`src/rtl/normalize_arbiter_if.sv`:
```
// Handshake bundle for normalize_arbiter: two operand requesters and one result consumer.
// master = requester/consumer side, slave = the normalizer.
interface normalize_arbiter_if #(
  parameter int WIDTH = 24,
  parameter int CNT_W = 5
);
  logic             req0_valid;
  logic             req0_ready;
  logic [WIDTH-1:0] req0_data;
  logic             req1_valid;
  logic             req1_ready;
  logic [WIDTH-1:0] req1_data;
  logic             resp_valid;
  logic             resp_ready;
  logic [WIDTH-1:0] resp_data;
  logic [CNT_W-1:0] resp_count;
  logic             resp_zero;
  logic             resp_id;

  modport master (
    output req0_valid, req0_data, req1_valid, req1_data, resp_ready,
    input  req0_ready, req1_ready, resp_valid, resp_data, resp_count, resp_zero, resp_id
  );

  modport slave (
    input  req0_valid, req0_data, req1_valid, req1_data, resp_ready,
    output req0_ready, req1_ready, resp_valid, resp_data, resp_count, resp_zero, resp_id
  );
endinterface

```
`src/rtl/normalize_arbiter.sv`:
```
// Two-requester round-robin front end feeding a 2-stage leading-zero normalizer.
// Stage A captures the granted operand; stage B registers the shifted result.
module normalize_arbiter #(
  parameter int WIDTH = 24,
  parameter int CNT_W = 5
) (
  input  logic              clk,
  input  logic              reset,
  normalize_arbiter_if.slave bus
);

  logic             rr_q, rr_d;
  logic             a_valid_q, a_valid_d;
  logic [WIDTH-1:0] a_data_q, a_data_d;
  logic             a_id_q, a_id_d;
  logic             resp_valid_q, resp_valid_d;
  logic [WIDTH-1:0] resp_data_q, resp_data_d;
  logic [CNT_W-1:0] resp_count_q, resp_count_d;
  logic             resp_zero_q, resp_zero_d;
  logic             resp_id_q, resp_id_d;

  logic             grant0, grant1;
  logic             move_b, can_a;
  logic             acc0, acc1;
  logic [CNT_W-1:0] lz_count;

  // rr names the requester that wins when both are valid.
  always_comb begin
    grant0 = bus.req0_valid && (!bus.req1_valid || !rr_q);
    grant1 = bus.req1_valid && (!bus.req0_valid ||  rr_q);
  end

  assign move_b = !resp_valid_q || bus.resp_ready;
  // Readies are forced low while reset is held so nothing is accepted into a clearing pipe.
  assign can_a  = (!a_valid_q || move_b) && !reset;

  assign bus.req0_ready = can_a && grant0;
  assign bus.req1_ready = can_a && grant1;

  assign acc0 = bus.req0_valid && bus.req0_ready;
  assign acc1 = bus.req1_valid && bus.req1_ready;

  // Leading-zero count: the highest set bit wins since the scan runs LSB to MSB.
  always_comb begin
    lz_count = CNT_W'(WIDTH);
    for (int i = 0; i < WIDTH; i++) begin
      if (a_data_q[i]) begin
        lz_count = CNT_W'(WIDTH - 1 - i);
      end
    end
  end

  always_comb begin
    rr_d = rr_q;
    if (acc0) begin
      rr_d = 1'b1;
    end else if (acc1) begin
      rr_d = 1'b0;
    end
  end

  always_comb begin
    a_valid_d = a_valid_q;
    a_data_d  = a_data_q;
    a_id_d    = a_id_q;
    if (can_a) begin
      a_valid_d = acc0 || acc1;
      if (acc1) begin
        a_data_d = bus.req1_data;
        a_id_d   = 1'b1;
      end else if (acc0) begin
        a_data_d = bus.req0_data;
        a_id_d   = 1'b0;
      end
    end
  end

  // Stage B only reloads on a move; with no new operand it just drops valid.
  always_comb begin
    resp_valid_d = resp_valid_q;
    resp_data_d  = resp_data_q;
    resp_count_d = resp_count_q;
    resp_zero_d  = resp_zero_q;
    resp_id_d    = resp_id_q;
    if (move_b) begin
      resp_valid_d = a_valid_q;
      if (a_valid_q) begin
        resp_data_d  = a_data_q << lz_count;
        resp_count_d = lz_count;
        resp_zero_d  = (a_data_q == '0);
        resp_id_d    = a_id_q;
      end
    end
  end

  always_ff @(posedge clk or posedge reset) begin
    if (reset) begin
      rr_q         <= 1'b0;
      a_valid_q    <= 1'b0;
      a_data_q     <= '0;
      a_id_q       <= 1'b0;
      resp_valid_q <= 1'b0;
      resp_data_q  <= '0;
      resp_count_q <= '0;
      resp_zero_q  <= 1'b0;
      resp_id_q    <= 1'b0;
    end else begin
      rr_q         <= rr_d;
      a_valid_q    <= a_valid_d;
      a_data_q     <= a_data_d;
      a_id_q       <= a_id_d;
      resp_valid_q <= resp_valid_d;
      resp_data_q  <= resp_data_d;
      resp_count_q <= resp_count_d;
      resp_zero_q  <= resp_zero_d;
      resp_id_q    <= resp_id_d;
    end
  end

  assign bus.resp_valid = resp_valid_q;
  assign bus.resp_data  = resp_data_q;
  assign bus.resp_count = resp_count_q;
  assign bus.resp_zero  = resp_zero_q;
  assign bus.resp_id    = resp_id_q;

endmodule

```
`src/flat_wrapper.sv`:
```
// flat-port wrapper written by rule: the top's interface ports become plain ports
module normalize_arbiter_flat 
#(
  parameter int WIDTH = 24,
  parameter int CNT_W = 5
)
  (clk, reset, bus_req0_valid, bus_req0_data, bus_req1_valid, bus_req1_data, bus_resp_ready, bus_req0_ready, bus_req1_ready, bus_resp_valid, bus_resp_data, bus_resp_count, bus_resp_zero, bus_resp_id);
  normalize_arbiter_if #(.WIDTH(WIDTH), .CNT_W(CNT_W)) bus_i ();
  input  logic clk;
  input  logic reset;
  input wire logic [$bits(bus_i.req0_valid)-1:0] bus_req0_valid;
  input wire logic [$bits(bus_i.req0_data)-1:0] bus_req0_data;
  input wire logic [$bits(bus_i.req1_valid)-1:0] bus_req1_valid;
  input wire logic [$bits(bus_i.req1_data)-1:0] bus_req1_data;
  input wire logic [$bits(bus_i.resp_ready)-1:0] bus_resp_ready;
  output wire logic [$bits(bus_i.req0_ready)-1:0] bus_req0_ready;
  output wire logic [$bits(bus_i.req1_ready)-1:0] bus_req1_ready;
  output wire logic [$bits(bus_i.resp_valid)-1:0] bus_resp_valid;
  output wire logic [$bits(bus_i.resp_data)-1:0] bus_resp_data;
  output wire logic [$bits(bus_i.resp_count)-1:0] bus_resp_count;
  output wire logic [$bits(bus_i.resp_zero)-1:0] bus_resp_zero;
  output wire logic [$bits(bus_i.resp_id)-1:0] bus_resp_id;
  assign bus_i.req0_valid = bus_req0_valid;
  assign bus_i.req0_data = bus_req0_data;
  assign bus_i.req1_valid = bus_req1_valid;
  assign bus_i.req1_data = bus_req1_data;
  assign bus_i.resp_ready = bus_resp_ready;
  assign bus_req0_ready = bus_i.req0_ready;
  assign bus_req1_ready = bus_i.req1_ready;
  assign bus_resp_valid = bus_i.resp_valid;
  assign bus_resp_data = bus_i.resp_data;
  assign bus_resp_count = bus_i.resp_count;
  assign bus_resp_zero = bus_i.resp_zero;
  assign bus_resp_id = bus_i.resp_id;
  normalize_arbiter #(.WIDTH(WIDTH), .CNT_W(CNT_W)) u_core (.clk(clk), .reset(reset), .bus(bus_i));
endmodule
```
`config.mk`:
```
export PLATFORM = sky130hd
export DESIGN_NAME = normalize_arbiter_flat
export DESIGN_NICKNAME = d
export VERILOG_FILES = /design/src/rtl/normalize_arbiter_if.sv /design/src/rtl/normalize_arbiter.sv /design/src/flat_wrapper.sv
export SDC_FILE = /design/constraint.sdc
export NUM_CORES = 1
export LEC_CHECK = 0
export ABC_AREA = 1
export BUFFER_PORTS_ARGS = -buffer_cell sky130_fd_sc_hd__buf_2
export CELL_PAD_IN_SITES_DETAIL_PLACEMENT = 2
export CELL_PAD_IN_SITES_GLOBAL_PLACEMENT = 2
export CORE_MARGIN = 8
export CORE_UTILIZATION = 26
export DETAILED_ROUTE_END_ITERATION = 6
export PLACE_DENSITY = 0.77
export SLEW_MARGIN = 20
export SYNTH_ARGS = -nofsm -noshare
export SYNTH_HDL_FRONTEND = slang
export SYNTH_SLANG_ARGS = --single-unit
```
`constraint.sdc`:
```
create_clock -name clk -period 3.5 [get_ports clk]
set_input_delay 0.7 -clock clk [delete_from_list [all_inputs] [get_ports clk]]
set_output_delay 0.7 -clock clk [all_outputs]
set_load 0.01 [all_outputs]
```
; ---- After elaboration in Yosys (flattened, before gate mapping)
; Cells that the tools add are included.
; Widths: inputs -> output; s select.
[totals]
in_bits = 53
out_inout_bits = 34
word_cells = 62
register_bits = 59
mem_bits_rw = 0
mem_bits_ro = 0
n_memories = 0
latch_bits = 0
[op_classes]
eq_ne = 0
order_cmp = 0
muxes = 30
reduce_logical = 22
add_sub_neg = 0
shifts = 1
mul = 0
bitwise = 0
div_mod_pow = 0
[ops]
columns = operator, count
row1 = $mux 5, 16
row2 = $mux 24, 2
row3 = $mux 4, 8
row4 = $logic_not 24->1, 1
row5 = $shl 24x5->24, 1
row6 = $logic_and 1x1->1, 7
row7 = $logic_not 1->1, 6
row8 = $logic_or 1x1->1, 5
row9 = $mux 1, 4
row10 = $reduce_and 2->1, 2
row11 = $reduce_bool 2->1, 1

; ---- Longest topological paths before layout
; Gate-level depths: netlist of the first run.
[logic_depth]
ltp_word = 25
ltp_mapped = 33
ltp_nobuf = 32

; ---- Worst setup path after synthesis of the first run
; No wires, ideal clock.
[synth_timing]
path_type = input -> output
from = in reset
to = out bus_req1_ready
path_stages = 4
path_slack_ns = -0.200
arrival_time_ns = 3.000
t_required_ns = 2.800
path_cell_list = inv_1 nand2_1 nor2_1 clkbuf_1
[synth_via]
elab_chain_len = 3
[synth_lines]
columns = element, line
row1 = "start, declared", flat_wrapper.sv:10  ; input logic reset;
row2 = $logic_not 1->1, normalize_arbiter.sv:35  ; assign can_a = (!a_valid_q || move_b) && !reset;
row3 = $logic_and 1x1->1, normalize_arbiter.sv:35
row4 = $logic_and 1x1->1, normalize_arbiter.sv:38  ; assign bus.req1_ready = can_a && grant1;
row5 = "end, declared", flat_wrapper.sv:17  ; output wire logic [$bits(bus_i.req1_ready)-1:0] bus_req1_ready;
; No other way between the ends.

; ---- Worst setup path in the final report of the first run
[layout_timing]
from = reg u_core.a_data_q[2]
to = reg u_core.resp_data_q[13], in the netlist u_core.bus.resp_data[13]
[layout_via]
elab_chain_len = 23
[layout_lines]
columns = element, line
row1 = "start, declared", normalize_arbiter.sv:14  ; logic [WIDTH-1:0] a_data_q, a_data_d;
row2 = "start signal, assigned", normalize_arbiter.sv:110  ; a_data_q <= a_data_d;
row3 = $mux 4 (6 in a row), normalize_arbiter.sv:47  ; if (a_data_q[i]) begin
row4 = $mux 5 (16 in a row), normalize_arbiter.sv:47
row5 = $shl 24x5->24 (*), normalize_arbiter.sv:88  ; resp_data_d = a_data_q << lz_count;
row6 = "end signal, assigned", normalize_arbiter.sv:113  ; resp_data_q <= resp_data_d;
row7 = "end, declared", normalize_arbiter.sv:17  ; logic [WIDTH-1:0] resp_data_q, resp_data_d;
; Mark *: on every way between the ends. The rest lies on a longest branch, timed or not.
; A chain may end at the register's enable or synchronous reset.

==> results of run 1 <==
per-layer routing:
layer	wire length (µm)	global-route usage (%)	up-vias
met5	0	0	-
li1	-	-	2028
met1	6930	21.7	2034
met2	6830	26.9	87
met4	200	5.37	0
met3	677	3.58	12
kinds of logic after synthesis:
group           synth area share (%)
simple gates                    39.8
compound gates                  12.5
buf+inv                         8.59
flops                           39.2
sequential cells by signal (all words and copies together), names as in the netlist:
name and count:
u_core.a_id_q 1, u_core.bus.resp_zero 1, u_core.a_valid_q 1, u_core.bus.resp_id 1
u_core.a_data_q 24, u_core.bus.resp_valid 1, u_core.bus.resp_data 24, u_core.rr_q 1
u_core.bus.resp_count 5
power groups by stage:
stage | clock network [µW] | logic [µW] | registers, µW
global route | 938 | 1980 | 1140
floorplan | 0 | 1090 | 1140
detailed placement | 0 | 1750 | 1120
CTS | 917 | 1760 | 1110
finish | 895 | 1730 | 1100
global placement | 0 | 1690 | 1100
area by class of cell:
cell class / count / area [µm²]
Inverter: 51 / 195
Sequential cell: 59 / 1480
Timing Repair Buffer: 97 / 513
Fill cell: 1779 / 9680
Multi-Input combinational cell: 428 / 1980
Clock inverter: 5 / 52.6
Clock buffer: 11 / 243
Tap cell: 184 / 230
worst min-delay path by stage:
stage	start	end	slack [ps]	cells past startpoint
2_1_floorplan	u_core.rr_q	u_core.rr_q	460	2
3_3_place_gp	u_core.bus.resp_data[3]	u_core.bus.resp_data[3]	460	2
3_5_place_dp	u_core.bus.resp_data[3]	u_core.bus.resp_data[3]	480	2
4_1_cts	u_core.bus.resp_data[8]	u_core.bus.resp_data[8]	490	2
5_1_grt	u_core.bus.resp_data[3]	u_core.bus.resp_data[3]	520	2
6_report	u_core.bus.resp_data[8]	u_core.bus.resp_data[8]	480	2
placed cells by master (no fill, tap or decap):
master / instances
sky130_fd_sc_hd__clkbuf_8: 1
sky130_fd_sc_hd__clkinvlp_4: 2
sky130_fd_sc_hd__clkinv_2: 3
sky130_fd_sc_hd__o311ai_1: 1
sky130_fd_sc_hd__nand3_2: 1
sky130_fd_sc_hd__inv_2: 3
sky130_fd_sc_hd__nor2_2: 3
sky130_fd_sc_hd__nand2_2: 2
sky130_fd_sc_hd__buf_2: 86
sky130_fd_sc_hd__a31oi_1: 1
sky130_fd_sc_hd__nand4_1: 5
sky130_fd_sc_hd__inv_1: 43
sky130_fd_sc_hd__nor3_1: 1
sky130_fd_sc_hd__nor2_1: 23
sky130_fd_sc_hd__a22oi_1: 23
sky130_fd_sc_hd__o21bai_1: 1
sky130_fd_sc_hd__clkbuf_16: 9
sky130_fd_sc_hd__nor4_1: 3
sky130_fd_sc_hd__nand2_4: 2
sky130_fd_sc_hd__nand3_1: 110
sky130_fd_sc_hd__bufinv_16: 1
sky130_fd_sc_hd__o21ai_0: 16
sky130_fd_sc_hd__clkinv_1: 4
sky130_fd_sc_hd__nand2_1: 195
sky130_fd_sc_hd__dfrtp_1: 59
sky130_fd_sc_hd__buf_4: 11
sky130_fd_sc_hd__o21ai_1: 6
sky130_fd_sc_hd__a21oi_1: 33
sky130_fd_sc_hd__clkbuf_1: 1
sky130_fd_sc_hd__nor2_4: 2
through the flow:
stage	power [µW]	cell area, µm²	std cells	hold slack (ps)	worst slack (ps)
floorplan	2230	3770	567	464	448
global placement	2790	4400	819	458	618
detailed placement	2860	4400	819	476	573
CTS	3790	4690	835	490	547
global route	4060	4690	835	519	65.8
finish	3730	4690	835	484	531
critical path: cells and delay by family (launching register included):
family | cells | cell delay (ps)
buffers and inverters | 1 | 180
AND/OR/NAND/NOR | 29 | 2290
flip-flops | 1 | 370
==> flow_summary.toml, run 1 <==
[grt]
grt_pass1_wl_mm = 24.6
grt_antenna_before_repair = 0
grt_use_total_pct = 16.7
number_of_global_route_vias_before_repair = 4699
grt_remaining_overflow = 0
grt_max_degree = 60

[timing]
worstMarginPinSlew_ps = 818
setup_violations = 0
hold_viol = 0
period_needed_ps = 2970
slew_headroom_pct = 45.3
final.setup_skew_ps = 8.93
min_period_over_period_pct = 84.8
rsz_0062_raised_after_global_routing = "false"
totalNegativeSetupSlack_ps = 0
final_max_slew_viol_count = 0
fmax_mhz = 337

[setup_path]
critical_path.most_common_cell = "sky130_fd_sc_hd__nand2_1"
crit_fanout = 23
worstSetupEndpoint = "u_core.bus.resp_data[13]"
cp.required_ps = 3740
r2r-start = "u_core.a_data_q[2]"
largest_stage_delay_worst_path_ps = 370
r2r.worst_path.cells = 30
startpoint_of_the_worst_setup_timing_path = "u_core.a_data_q[2]"
worst_path_max_delay_cell = "sky130_fd_sc_hd__dfrtp_1"
critical_path.endpoint_type = "flip-flop"
critical_path_arrival_ps = 3210
critPathKind = "reg2reg"
setup.reg_to_reg.worst_slack_ps = 530
timing.rr.end = "u_core.bus.resp_data[13]"
critical_path.startpoint_type = "flip-flop"

[floorplanning]
fp-row-count = 44
num_io_pins = 87
floorplan.initialDensity_pct = 26.2
chipHeight_um = 136
die_w_um = 136
die_area_um2 = 18600
floorplan.core_area_um2 = 14400

[cts]
cts-root-buf = "sky130_fd_sc_hd__clkbuf_16"
cts_bufs_inserted = 9
max-clock-path-buffers = 2
cts.sinks = 59
clock_tree.htree_level_count = 3
insertion_delay_ps = 340
postCtsSetupRepairBufs = 0
cts_tree = "done"
cts_hold_buffers = 0
clk_pin_slew_worst_paths_ps = 60
cts_repair_resize_count = 0

[pwr]
power.share.clock_pct = 24.0
leakagePower_uw = 0.00243
sw_pwr_uw = 1660
comb_power_share_pct = 46.4
ir_drop_worst_vdd_uv = 256
power_per_cell_area_nw_per_um2 = 794
seq_power_share_pct = 29.5
internal_power_uw = 2070
switching_share_pct = 44.5

[synth]
synth_cell_type_count = 27
synth.yosys.warnings = 0
yosys.area.top_type = "sky130_fd_sc_hd__dfrtp_1"
synth-edff-count = 0
post_synth_most_frequent_cells = "195 x sky130_fd_sc_hd__nand2_1, 110 x sky130_fd_sc_hd__nand3_1, 59 x sky130_fd_sc_hd__dfrtp_1"
synthDominantCellAreaShare_pct = 39.2
synth_async_sr_flop_share_pct = 100
synth.top_cells.by_area = "sky130_fd_sc_hd__dfrtp_1 39%, sky130_fd_sc_hd__nand2_1 19%, sky130_fd_sc_hd__nand3_1 15%"
syn-cell-area_um2 = 3770
syn_area_per_cell_um2 = 6.65
ys_dominant_reg_cell = "sky130_fd_sc_hd__dfrtp_1"
syn_inst = 567
synth_nets = 620
synthMostInstantiatedCell = "sky130_fd_sc_hd__nand2_1"
synth.yosys.seq_area_share_pct = 39.2
ys_seq_elements = 59

[detailed_routing]
vias_per_cell = 4.98
postRouteWirelength_mm = 14.6
dr.first_iter.drc_count = 214
wire_per_inst_um = 17.5
total_drc_errors_in_the_routed_layout = 0
dr_total_vias = 4161
antenna_violating_nets_post_route = 0
drt_pass1_iterations = 4

[cells_and_area]
antenna_cells_inserted = 0
flow.area_growth_from_synthesis_pct = 24.4
utilization_pct = 32.6
fin_nets = 699
final_layout_size_suffix_gt1_share_pct = 19.4

[status]
status = "finished, final reports clean"

[place]
hpwl_mm = 11.3
buffer_ports.inserted = 86
last_weighted_congestion_value_of_the_routability_driven_placer = 0.812

[worst_hold_path]
hold_path_class = "reg2reg"

[run]
timing.max_cap.violations = 0
No activity file was read; power rests on OpenSTA's default activity.
==> run 2, diff against run 1 <==
--- a/config.mk
+++ b/config.mk
@@ -10,9 +10,9 @@
 export CELL_PAD_IN_SITES_DETAIL_PLACEMENT = 2
 export CELL_PAD_IN_SITES_GLOBAL_PLACEMENT = 2
 export CORE_MARGIN = 8
-export CORE_UTILIZATION = 26
+export CORE_UTILIZATION = 29
 export DETAILED_ROUTE_END_ITERATION = 6
-export PLACE_DENSITY = 0.77
+export PLACE_DENSITY = 0.81
 export SLEW_MARGIN = 20
 export SYNTH_ARGS = -nofsm -noshare
 export SYNTH_HDL_FRONTEND = slang
==> constraint.sdc (replaced) <==
create_clock -name clk -period 3 [get_ports clk]
set_input_delay 0.6 -clock clk [delete_from_list [all_inputs] [get_ports clk]]
set_output_delay 0.6 -clock clk [all_outputs]
set_load 0.01 [all_outputs]
==> run 2 against run 1 <==
  * Global-route usage up 1.8 points
  * Hold slack worse by 2.2 ps
  * Wire length up 17%
  * Largest power group unchanged
  * Critical path type unchanged
  * Die area down 9.2%
  * Clock-buffer cell count up 1
  * Clock power up 17%
  * Critical path depth down 1
  * Non-clock buffer count up 13
  * Sequential share of layout area down 2.7 points
==> flow_summary.toml, run 2 (synthesized netlist as in run 1, its figures left out) <==
[status]
status = "finished, final reports clean"

[detailed_routing]
wire_per_inst_um = 20.3
vias_per_cell = 5.24
postRouteWirelength_mm = 17.1
drt_pass1_iterations = 4
dr.first_iter.drc_count = 130
dr_total_vias = 4395
total_drc_errors_in_the_routed_layout = 0
antenna_violating_nets_post_route = 0

[setup_path]
critical_path.endpoint_type = "flip-flop"
critical_path.startpoint_type = "flip-flop"
cp_num_buf_inv = 1
critPathKind = "reg2reg"
critical_path.most_common_cell = "sky130_fd_sc_hd__nand2_1"
path_delay_family = "simple AND/OR/NAND/NOR gates"
largest_stage_delay_worst_path_ps = 430
crit_fanout = 8
worst_path_max_delay_cell = "sky130_fd_sc_hd__dfrtp_1"
critical_path_arrival_ps = 3150
cp.required_ps = 3220

[cells_and_area]
flow.area_growth_from_synthesis_pct = 36.2
utilization_pct = 40.5
layout_commonest_cell = "sky130_fd_sc_hd__nand2_1"
fin_area_um2 = 5140
leading_cell_types_in_the_layout_fill_and_taps_excluded = "160 x sky130_fd_sc_hd__nand2_1, 89 x sky130_fd_sc_hd__nand3_1, 86 x sky130_fd_sc_hd__buf_2, 59 x sky130_fd_sc_hd__dfrtp_1, 41 x sky130_fd_sc_hd__inv_1"
fin_nets = 715
antenna_cells_inserted = 0
final_layout_size_suffix_gt1_share_pct = 30.4

[grt]
grt_remaining_overflow = 0
gr-usage-met2_pct = 31.0
grtUsageMet1_pct = 23.6
grt_pass1_wl_mm = 25.0
grt_max_degree = 60
number_of_global_route_vias_before_repair = 4785
global_route.usage.met3_pct = 4.00
grt-busiest-layer = "met2"
grt_use_total_pct = 18.5
grt_antenna_before_repair = 0

[place]
hpwl_mm = 11.5
last_weighted_congestion_value_of_the_routability_driven_placer = 0.842
buffer_ports.inserted = 86
dpl_cell_area_um2 = 4390

[cts]
insertion_delay_ps = 340
cts.sinks = 59
clock_tree.htree_level_count = 3
clk_pin_slew_worst_paths_ps = 60
cts_tree = "done"
max-clock-path-buffers = 2
cts_bufs_inserted = 9
cts-root-buf = "sky130_fd_sc_hd__clkbuf_16"

[floorplanning]
floorplan.core_area_um2 = 12700
die_w_um = 130
num_io_pins = 87
chipHeight_um = 130
fp-row-count = 41
die_area_um2 = 16900
floorplan.initialDensity_pct = 29.8

[pwr]
seq_power_share_pct = 26.7
power.total_uw = 4900
internal_power_uw = 2630
power_per_cell_area_nw_per_um2 = 954
leakagePower_uw = 0.00263
ir_drop_worst_vdd_uv = 332
comb_power_share_pct = 51.8
sw_pwr_uw = 2280
switching_share_pct = 46.4
power.share.clock_pct = 21.5

[timing]
slew_headroom_pct = 28.4
final_max_slew_viol_count = 0
totalNegativeSetupSlack_ps = 0
worstMarginPinSlew_ps = 1070
fmax_mhz = 341
rsz_0062_raised_after_global_routing = "true"
fin_hold_ws_ps = 481
hold_viol = 0
final.setup_skew_ps = 10.4
setup_violations = 0
period_needed_ps = 2930
min_period_over_period_pct = 97.7

[run]
timing.max_cap.violations = 0

[worst_hold_path]
hold_path_class = "reg2reg"
[run 2: cell type report]
cell class,instances,area (µm²)
inverters,51,198
repair buffers,110,659
multi-input cells,431,2280
clock buffers,12,256
flip-flops and latches,59,1480
fillers,1511,7530
clock inverters,4,48.8
well taps,172,215
[run 2: metrics by stage]
| step | worst slack, ps | cells |
|---|---|---|
| final | 67.9 | 839 |
| after global routing | -217 | 839 |
| after CTS | 83.1 | 825 |
| after detailed placement | 20.9 | 809 |
| after global placement | 184 | 809 |
| after floorplan | 47.7 | 567 |
[run 2: power by group through the flow]
stage                     registers, µW  clock network [µW]  logic (µW)
after floorplan                    1330                   0        1270
after global placement             1270                   0        1960
after detailed placement           1300                   0        2070
after CTS                          1300                1070        2100
after global routing               1340                1100        2800
final                              1310                1050        2540
[run 2: final timing paths]
kind                                                from                       end  slack [ps]  depth (start not counted)
worst min-delay path            u_core.bus.resp_count[4]  u_core.bus.resp_count[4]         480                          2
max in group asynchronous                          reset        u_core.a_data_q[8]        1930                          3
worst max register to register        u_core.a_data_q[0]  u_core.bus.resp_data[12]          70                         29
worst min register to register  u_core.bus.resp_count[4]  u_core.bus.resp_count[4]         480                          2
worst max-delay path                  u_core.a_data_q[0]  u_core.bus.resp_data[12]          70                         29
min in group asynchronous                          reset  u_core.bus.resp_data[16]         570                          3
[run 2: timing repair]
item,4_1_cts,5_1_grt
endpoints found under the setup margin,6,23
gates resized for setup,2,78
gates cloned,0,3
pin swaps,0,30
hold buffers,0,0
setup buffers,0,11
hold endpoints to repair,0,0
[run 2: worst reg2reg max path: cells and delay by family, from the launching register on]
family                 cells  cell delay (ps)
DFF                        1              430
buffers and inverters      1              160
and+or+nand+nor           28             2190
[run 2: layer usage]
metal	routed length [µm]	share of wire, %
met3	760	4.5
met5	0	0
met1	7290	43
met2	8600	50
met4	418	2.4
